[config.mk]
export PLATFORM = sky130hd
export DESIGN_NAME = pea_result_reader_flat
export DESIGN_NICKNAME = d
export VERILOG_FILES = /design/src/rtl/pea_result_reader_if.sv /design/src/rtl/pea_result_reader.sv /design/src/flat_wrapper.sv
export SDC_FILE = /design/constraint.sdc
export NUM_CORES = 1
export LEC_CHECK = 0
export ABC_AREA = 1
export CAP_MARGIN = 30
export CORE_ASPECT_RATIO = 1.1
export CORE_MARGIN = 2
export CORE_UTILIZATION = 40
export CTS_CLUSTER_SIZE = 28
export DETAILED_ROUTE_END_ITERATION = 6
export PLACE_DENSITY = 0.79
export SETUP_SLACK_MARGIN = 0.05
export SYNTH_ARGS = -nofsm -noshare
export SYNTH_HDL_FRONTEND = slang
export SYNTH_SLANG_ARGS = --single-unit
[constraint.sdc]
create_clock -name clk -period 1.5 [get_ports clk]
set_input_delay 0.15 -clock clk [delete_from_list [all_inputs] [get_ports clk]]
set_output_delay 0.15 -clock clk [all_outputs]
set_load 0.005 [all_outputs]
[src/rtl/pea_result_reader_if.sv]
// rtl/pea_result_reader_if.sv - host-side record beat stream between the PEA result reader and the host
interface pea_result_reader_if #(
    parameter int OUT_W = 16
);
    logic [OUT_W-1:0] out_data;
    logic             out_valid;
    logic             out_ready;
    logic             out_last;

    modport master (
        output out_data,
        output out_valid,
        output out_last,
        input  out_ready
    );

    modport slave (
        input  out_data,
        input  out_valid,
        input  out_last,
        output out_ready
    );
endinterface

[src/rtl/pea_result_reader.sv]
// rtl/pea_result_reader.sv - drains paired result/status FIFO entries into 3-beat host records
module pea_result_reader #(
    parameter int FIFO_W = 32,
    parameter int POP_W  = 5,
    parameter int OUT_W  = 16,
    parameter int CNT_W  = 16
) (
    input  logic              clk,
    input  logic              rst,
    input  logic              drain_en,
    input  logic [POP_W-1:0]  result_pop,
    input  logic [POP_W-1:0]  status_pop,
    input  logic [FIFO_W-1:0] result_din,
    input  logic [FIFO_W-1:0] status_din,
    output logic              rd_en_result,
    output logic              rd_en_status,
    output logic              busy,
    output logic [CNT_W-1:0]  rec_count,
    output logic              desync,
    pea_result_reader_if.master host
);

    typedef enum logic [2:0] {
        IDLE = 3'd0,
        READ = 3'd1,
        CAPT = 3'd2,
        B0   = 3'd3,
        B1   = 3'd4,
        B2   = 3'd5
    } state_t;

    state_t            r_state;
    logic [FIFO_W-1:0] r_res_q;
    logic [OUT_W-1:0]  r_out_data;
    logic              r_out_valid;
    logic              r_out_last;
    logic              r_rd_en;
    logic              r_busy;
    logic [CNT_W-1:0]  r_rec_count;
    logic              r_desync;

    logic w_start;
    logic w_mismatch;
    logic w_accept;
    logic w_unused_stat_hi;

    assign w_start    = drain_en && (result_pop != '0) && (status_pop != '0);
    assign w_mismatch = (result_pop == '0) != (status_pop == '0);
    assign w_accept   = r_out_valid && host.out_ready;

    // Only the low half of a status word is forwarded to the host.
    assign w_unused_stat_hi = ^status_din[FIFO_W-1:OUT_W];

    always_ff @(posedge clk) begin
        if (!rst) begin
            r_state     <= IDLE;
            r_res_q     <= '0;
            r_out_data  <= '0;
            r_out_valid <= 1'b0;
            r_out_last  <= 1'b0;
            r_rd_en     <= 1'b0;
            r_busy      <= 1'b0;
            r_rec_count <= '0;
            r_desync    <= 1'b0;
        end else begin
            case (r_state)
                IDLE: begin
                    if (w_mismatch) begin
                        r_desync <= 1'b1;
                    end
                    if (w_start) begin
                        r_state <= READ;
                        r_rd_en <= 1'b1;
                        r_busy  <= 1'b1;
                    end
                end

                READ: begin
                    r_rd_en <= 1'b0;
                    r_state <= CAPT;
                end

                // FIFO read data is valid here, one cycle after the pop strobe.
                CAPT: begin
                    r_res_q     <= result_din;
                    r_out_data  <= status_din[OUT_W-1:0];
                    r_out_valid <= 1'b1;
                    r_out_last  <= 1'b0;
                    r_state     <= B0;
                end

                B0: begin
                    if (w_accept) begin
                        r_out_data <= r_res_q[FIFO_W-1:OUT_W];
                        r_state    <= B1;
                    end
                end

                B1: begin
                    if (w_accept) begin
                        r_out_data <= r_res_q[OUT_W-1:0];
                        r_out_last <= 1'b1;
                        r_state    <= B2;
                    end
                end

                B2: begin
                    if (w_accept) begin
                        r_rec_count <= r_rec_count + 1'b1;
                        r_out_valid <= 1'b0;
                        r_out_last  <= 1'b0;
                        r_out_data  <= '0;
                        if (w_mismatch) begin
                            r_desync <= 1'b1;
                        end
                        // Chain straight into the next record when one is already waiting.
                        if (w_start) begin
                            r_state <= READ;
                            r_rd_en <= 1'b1;
                        end else begin
                            r_state <= IDLE;
                            r_busy  <= 1'b0;
                        end
                    end
                end

                default: begin
                    r_state     <= IDLE;
                    r_out_valid <= 1'b0;
                    r_out_last  <= 1'b0;
                    r_rd_en     <= 1'b0;
                    r_busy      <= 1'b0;
                end
            endcase
        end
    end

    assign rd_en_result   = r_rd_en;
    assign rd_en_status   = r_rd_en;
    assign busy           = r_busy;
    assign rec_count      = r_rec_count;
    assign desync         = r_desync;
    assign host.out_data  = r_out_data;
    assign host.out_valid = r_out_valid;
    assign host.out_last  = r_out_last;

endmodule

[src/flat_wrapper.sv]
// flat-port wrapper written by rule: the top's interface ports become plain ports
module pea_result_reader_flat 
#(
    parameter int FIFO_W = 32,
    parameter int POP_W  = 5,
    parameter int OUT_W  = 16,
    parameter int CNT_W  = 16
)
  (clk, rst, drain_en, result_pop, status_pop, result_din, status_din, rd_en_result, rd_en_status, busy, rec_count, desync, host_out_data, host_out_valid, host_out_last, host_out_ready);
  pea_result_reader_if #(.OUT_W(OUT_W)) host_i ();
  input  logic clk;
  input  logic rst;
  input  logic drain_en;
  input  logic [POP_W-1:0] result_pop;
  input  logic [POP_W-1:0] status_pop;
  input  logic [FIFO_W-1:0] result_din;
  input  logic [FIFO_W-1:0] status_din;
  output logic rd_en_result;
  output logic rd_en_status;
  output logic busy;
  output logic [CNT_W-1:0] rec_count;
  output logic desync;
  output wire logic [$bits(host_i.out_data)-1:0] host_out_data;
  output wire logic [$bits(host_i.out_valid)-1:0] host_out_valid;
  output wire logic [$bits(host_i.out_last)-1:0] host_out_last;
  input wire logic [$bits(host_i.out_ready)-1:0] host_out_ready;
  assign host_out_data = host_i.out_data;
  assign host_out_valid = host_i.out_valid;
  assign host_out_last = host_i.out_last;
  assign host_i.out_ready = host_out_ready;
  pea_result_reader #(.FIFO_W(FIFO_W), .POP_W(POP_W), .OUT_W(OUT_W), .CNT_W(CNT_W)) u_core (.clk(clk), .rst(rst), .drain_en(drain_en), .result_pop(result_pop), .status_pop(status_pop), .result_din(result_din), .status_din(status_din), .rd_en_result(rd_en_result), .rd_en_status(rd_en_status), .busy(busy), .rec_count(rec_count), .desync(desync), .host(host_i));
endmodule
After elaboration in Yosys (flattened, before gate mapping)
Cells that the tools add are included.
{"block": "totals", "elab_cells": 71, "register_bits": 72, "inputBits": 78}
{"block": "op_classes", "addsub": 1, "n_mux": 24, "bitwise_logic": 4, "n_reduce_logical": 22, "eq_ne": 11}
{"op": "16-bit one-hot mux with 4 select lines", "count": 1}
{"op": "16-bit two-way mux", "count": 3}
{"op": "3-bit one-hot mux with 6 select lines", "count": 1}
{"op": "16-bit by 1-bit adder with 16-bit output, second input constant", "count": 1}
{"op": "3-bit two-way mux", "count": 4}
{"op": "1-bit one-hot mux with 3 select lines", "count": 4}
{"op": "4-bit AND reduction", "count": 3}
{"op": "5-bit logical NOT", "count": 2}
{"op": "1-bit two-way mux", "count": 10}
{"op": "5-bit nonzero test", "count": 2}
{"op": "2-bit by 1-bit inequality test with 1-bit output, second input constant", "count": 4}
{"op": "2-bit AND reduction", "count": 4}
{"op": "4-bit OR reduction", "count": 2}
{"op": "3-bit by 2-bit equality test with 1-bit output, second input constant", "count": 2}
{"op": "3-bit equality test, second input constant", "count": 2}
{"op": "3-bit OR reduction", "count": 2}
{"op": "1-bit inverter", "count": 4}
{"op": "4-bit nonzero test", "count": 1}
{"op": "3-bit by 1-bit equality test with 1-bit output, second input constant", "count": 1}
{"op": "1-bit logical AND", "count": 3}
{"op": "3-bit logical NOT", "count": 1}
{"op": "3-bit AND reduction", "count": 1}
{"op": "2-bit inequality test, second input constant", "count": 1}
{"op": "1-bit one-hot mux with 2 select lines", "count": 1}
{"op": "other kinds (2)", "count": 2}

Longest topological paths before layout
{"block": "depth", "depth_word": 6, "mapped_depth": 10}

Least setup slack after synthesis
No wires, ideal clock.
{"block": "synth_timing", "path_kind": "reg2reg", "start": "register u_core.r_rec_count[0] (netlist: u_core.rec_count[0])", "end": "register u_core.r_rec_count[12] (netlist: u_core.rec_count[12])", "t_arrival_ns": 1.338, "slack_ns": 0.045, "setup_time_ns": 0.117, "required_ns": 1.383, "period_less_slack_ns": 1.455, "stages_incl_launch_ff": 9, "cell_sequence": "dfxtp_1 > ha_1 > nand2_1 > nor3_4 > nand2_4 > nor2_4 > nand2_1 > o21ai_1 > a21oi_1"}
{"block": "synth_between", "elab_chain_cells": 1}
{"element": "start: declaration", "line": "pea_result_reader.sv:39", "rtl": "logic [CNT_W-1:0] r_rec_count;"}
{"element": "start signal: assignment", "line": "pea_result_reader.sv:109", "rtl": "r_rec_count <= r_rec_count + 1'b1;"}
{"element": "16-bit by 1-bit adder with 16-bit output", "line": "pea_result_reader.sv:109"}
Every way passes these cells.
A chain may end at the register's enable or synchronous reset.

Final worst setup path
{"block": "layout_timing", "start": "register u_core.r_rec_count[0] (netlist: u_core.rec_count[0])", "end": "register u_core.r_rec_count[14] (netlist: u_core.rec_count[14])"}
Same word-level chain as after synthesis.

==> metrics.txt <==
# TYPE chip_impl_metric gauge
chip_impl_info{name="result_of_the_run",value="finished clean"} 1
chip_impl_info{name="critical_path.endpoint_type",value="flip-flop"} 1
chip_impl_metric{name="timing_worst_slew_pin_value",unit="ns"} 0.411
chip_impl_metric{name="finalCoreUtilization",unit="%"} 61.5
chip_impl_info{name="crit_path_top_delay_cell",value="dfxtp_2"} 1
chip_impl_metric{name="mappedNetlistArea",unit="um^2"} 3170
chip_impl_info{name="cp_cell_sequence",value="ha_4 -> nand2_4 -> nor3_4 -> buf_4 -> nand3_2 -> nand2_1 -> nand2_1 -> nand2_1 -> a21oi_1"} 1
chip_impl_metric{name="drtIter0Drc",unit=""} 199
chip_impl_metric{name="syn_to_final_growth",unit="%"} 51.1
chip_impl_info{name="r2r-start",value="u_core.rec_count[0]$_SDFFE_PN0P_"} 1
chip_impl_metric{name="buffer_ports.inserted",unit=""} 99
chip_impl_metric{name="clk_latency",unit="ns"} 0.35
chip_impl_metric{name="post_synth_num_cell_types",unit=""} 30
chip_impl_metric{name="diodes",unit=""} 0
chip_impl_info{name="timing.critical_path.from_type",value="flip-flop"} 1
chip_impl_info{name="cts.root.buffer_cell",value="clkbuf_8"} 1
chip_impl_info{name="layout.cells.most_common_list",value="97 x clkdlybuf4s50_1, 79 x a21oi_1, 57 x dfxtp_1"} 1
chip_impl_metric{name="ant_nets",unit=""} 0
chip_impl_metric{name="syn_area_per_cell",unit="um^2"} 7.43
chip_impl_info{name="hp-start",value="result_din[11]"} 1
chip_impl_metric{name="worstRegToRegCells",unit=""} 9
chip_impl_metric{name="floorplan.rows",unit=""} 34
chip_impl_metric{name="route.detailed.wl_per_inst",unit="um"} 14.3
chip_impl_metric{name="route.detailed.vias_per_inst",unit=""} 5.14
chip_impl_metric{name="timing.hold.worst_path_depth",unit=""} 3
chip_impl_metric{name="ys_seq_area_share",unit="%"} 45.5
chip_impl_metric{name="finalWorstPathRequiredPeriod",unit="ns"} 1.43
chip_impl_metric{name="maxSlewViolCount",unit=""} 0
chip_impl_metric{name="maxClockFrequency",unit="MHz"} 700
chip_impl_metric{name="place.gp.congestion",unit=""} 0.900
chip_impl_metric{name="numCtsBuffers",unit=""} 9
chip_impl_metric{name="cts_max_path_buffers",unit=""} 2
chip_impl_metric{name="p_leak",unit="uW"} 0.00184
chip_impl_metric{name="core-area",unit="um^2"} 7780
chip_impl_metric{name="arrival",unit="ns"} 1.67
chip_impl_metric{name="fin_crit_sh",unit="%"} 95.3
chip_impl_info{name="cts_tree",value="done"} 1
chip_impl_metric{name="grt_first_pass_wirelength",unit="um"} 14300
chip_impl_metric{name="yosys_warnings",unit=""} 0
chip_impl_metric{name="slowest_delay",unit="ns"} 0.36
chip_impl_metric{name="max-vdd-ir-drop",unit="mV"} 0.988
chip_impl_info{name="hp-class",value="input pin to flip-flop"} 1
chip_impl_metric{name="relSlewSlack",unit="%"} 72.4
chip_impl_info{name="layout.cells.most_common",value="clkdlybuf4s50_1"} 1
chip_impl_info{name="crit_type",value="flip-flop to flip-flop"} 1
chip_impl_metric{name="layout-drive-gt1-share",unit="%"} 16.9
chip_impl_metric{name="grt-ovfl-total",unit=""} 0
chip_impl_metric{name="cp_num_buf_inv",unit=""} 1
chip_impl_metric{name="final.setup_skew",unit="ns"} 0.0150
chip_impl_metric{name="setup_viol_count_final",unit=""} 0
chip_impl_metric{name="synth.ff_latch_count",unit=""} 72
chip_impl_info{name="hold-path-endpoint",value="u_core.r_res_q[11]$_SDFFE_PN0P_"} 1
chip_impl_metric{name="ioPinCount",unit=""} 116
chip_impl_metric{name="die_height",unit="um"} 97.4
chip_impl_metric{name="maximum_net_fanout_on_the_critical_path",unit=""} 3
chip_impl_metric{name="nets",unit=""} 618
chip_impl_info{name="timing.critical_path.max_delay_family",value="simple AND/OR/NAND/NOR gates"} 1
chip_impl_metric{name="grt_max_degree",unit=""} 66
chip_impl_metric{name="start_util",unit="%"} 40.7
chip_impl_info{name="rsz_0062_raised_after_global_routing",value="yes"} 1
chip_impl_metric{name="timing.max_cap.violations",unit=""} 0
chip_impl_metric{name="die-area",unit="um^2"} 8660
chip_impl_metric{name="hold_buffers",unit=""} 0
chip_impl_metric{name="final.setup.tns",unit="ns"} 0
chip_impl_metric{name="drt_pre_antenna_iters",unit=""} 5
chip_impl_metric{name="synth_cells",unit=""} 427
chip_impl_metric{name="route.vias.total",unit=""} 3352
chip_impl_metric{name="grt.total_usage",unit="%"} 20.9
chip_impl_metric{name="routed_wirelength",unit="um"} 9300
chip_impl_metric{name="timing_hold_violations_final",unit=""} 0
chip_impl_metric{name="route.detailed.drc",unit=""} 0
chip_impl_info{name="rr_endpoint",value="u_core.rec_count[14]$_SDFFE_PN0P_"} 1
chip_impl_metric{name="cellPowerDensity",unit="nW/um^2"} 1700
chip_impl_metric{name="place_hpwl",unit="um"} 6160
chip_impl_metric{name="r2r_setup_slack",unit="ns"} 0.07
chip_impl_info{name="timing.critical_path.mode_cell",value="nand2_1"} 1
chip_impl_metric{name="cts_htree_levels",unit=""} 3
chip_impl_metric{name="clock_sink_count",unit=""} 72
chip_impl_metric{name="grt_pass1_vias",unit=""} 3290
chip_impl_metric{name="required",unit="ns"} 1.74
chip_impl_metric{name="cts.reportedPaths.clkPinSlew",unit="ns"} 0.09
chip_impl_metric{name="floorplan.die.width",unit="um"} 88.9
chip_impl_metric{name="antenna_found_initial",unit=""} 0
chip_impl_metric{name="synth_fp_nets",unit=""} 506
chip_impl_metric{name="layout.filler_cells",unit=""} 643
==> sequential cells by signal, summed over array words and instances (netlist names) <==
register / cells
u_core.host.out_data: 16
u_core.rd_en_result: 1
u_core.desync: 1
u_core.r_state: 3
u_core.host.out_valid: 1
u_core.busy: 1
u_core.host.out_last: 1
u_core.r_res_q: 32
u_core.rec_count: 16
==> cell usage after synthesis, drive strengths merged <==
| cell type | count | share of area, % |
|---|---|---|
| a211oi | 1 | 0.24 |
| o22ai | 16 | 3.2 |
| o21a | 2 | 0.47 |
| nand2 | 46 | 5.8 |
| clkbuf | 8 | 0.95 |
| o31a | 1 | 0.28 |
| nand3 | 15 | 2.7 |
| inv | 58 | 6.9 |
| nand4 | 8 | 1.6 |
| buf | 16 | 3.4 |
| a31oi | 1 | 0.20 |
| nor2 | 35 | 4.6 |
| clkinv | 1 | 0.12 |
| ha | 1 | 0.39 |
| a21oi | 80 | 13 |
| nor3 | 4 | 0.99 |
| nand3b | 1 | 0.24 |
| dfxtp | 72 | 45 |
| o21ai | 58 | 9.2 |
| xor2 | 3 | 0.83 |
==> stage by stage <==
step	worst slack, ns	hold WS [ns]	total power, uW	instance area (um^2)	std cells
floorplan	0.0964	0.341	4710	3170	427
global placement	-0.136	0.438	5740	4330	629
detailed placement	-0.158	0.445	5840	4330	629
CTS	0.0293	0.412	7520	4590	648
global route	-0.00657	0.430	8710	4790	652
finish	0.0707	0.423	8160	4790	652
==> cell type report <==
class,instances,area (um^2),share of cell area [%]
Sequential cell,72,1470,30.7
Clock inverter,5,56.3,1.18
Tap cell,108,135,2.82
Inverter,59,235,4.91
Multi-Input combinational cell,272,1490,31.1
Clock buffer,11,141,2.95
Timing Repair Buffer,125,1260,26.3
==> worst reg2reg max path, stage by stage, from the launching register on <==
cell and delay, ns:
dfxtp_2 0.36, ha_4 0.16, nand2_4 0.06, nor3_4 0.22, buf_4 0.18, nand3_2 0.07
nand2_1 0.09, nand2_1 0.06, nand2_1 0.07, a21oi_1 0.05
==> cells by family (layout without fill, tap and decap cells) <==
family / after synthesis / in the layout / share of synthesized area, %
AOI/OAI and AO/OA: 159 / 159 / 26.1
and+or+nand+nor: 109 / 109 / 15.9
buffers and inverters: 83 / 200 / 11.3
DFF: 72 / 72 / 45.5
xor gates and xnor gates: 3 / 3 / 0.829
adders and majority gates: 1 / 1 / 0.395
==> worst max path at each step <==
stage | startpoint | endpoint | slack, ns | depth (start not counted)
after CTS | u_core.rec_count[1]$_SDFFE_PN0P_ | u_core.rec_count[12]$_SDFFE_PN0P_ | 0.03 | 8
after global routing | u_core.rec_count[0]$_SDFFE_PN0P_ | u_core.rec_count[14]$_SDFFE_PN0P_ | -0.007 | 9
after detailed placement | host_out_ready | u_core.rec_count[9]$_SDFFE_PN0P_ | -0.16 | 9
final | u_core.rec_count[0]$_SDFFE_PN0P_ | u_core.rec_count[14]$_SDFFE_PN0P_ | 0.07 | 9
after global placement | host_out_ready | u_core.rec_count[9]$_SDFFE_PN0P_ | -0.14 | 9
after floorplan | u_core.rec_count[0]$_SDFFE_PN0P_ | u_core.rec_count[12]$_SDFFE_PN0P_ | 0.1 | 8
==> metal layers <==
layer	vias to the layer above	GRT usage, %	part of all wire, %
met1	1546	25.1	41
met2	131	34.0	49
li1	1658	-	-
met4	0	7.11	1.5
met5	-	0	0
met3	17	7.48	8.1
==> power by group <==
group	switching, uW	internal [uW]	leakage, uW	total, uW
Sequential	313	2520	0.000596	2840
Combinational	1970	1800	0.00114	3770
Clock	734	811	0.0000993	1550
==> repair_timing <==
action	in CTS	in global routing
resized for setup	15	47
gates cloned	0	2
endpoints found under the setup margin	26	49
buffers inserted	3	2
pin swaps	3	9
Power figures use the tool's default switching activity.
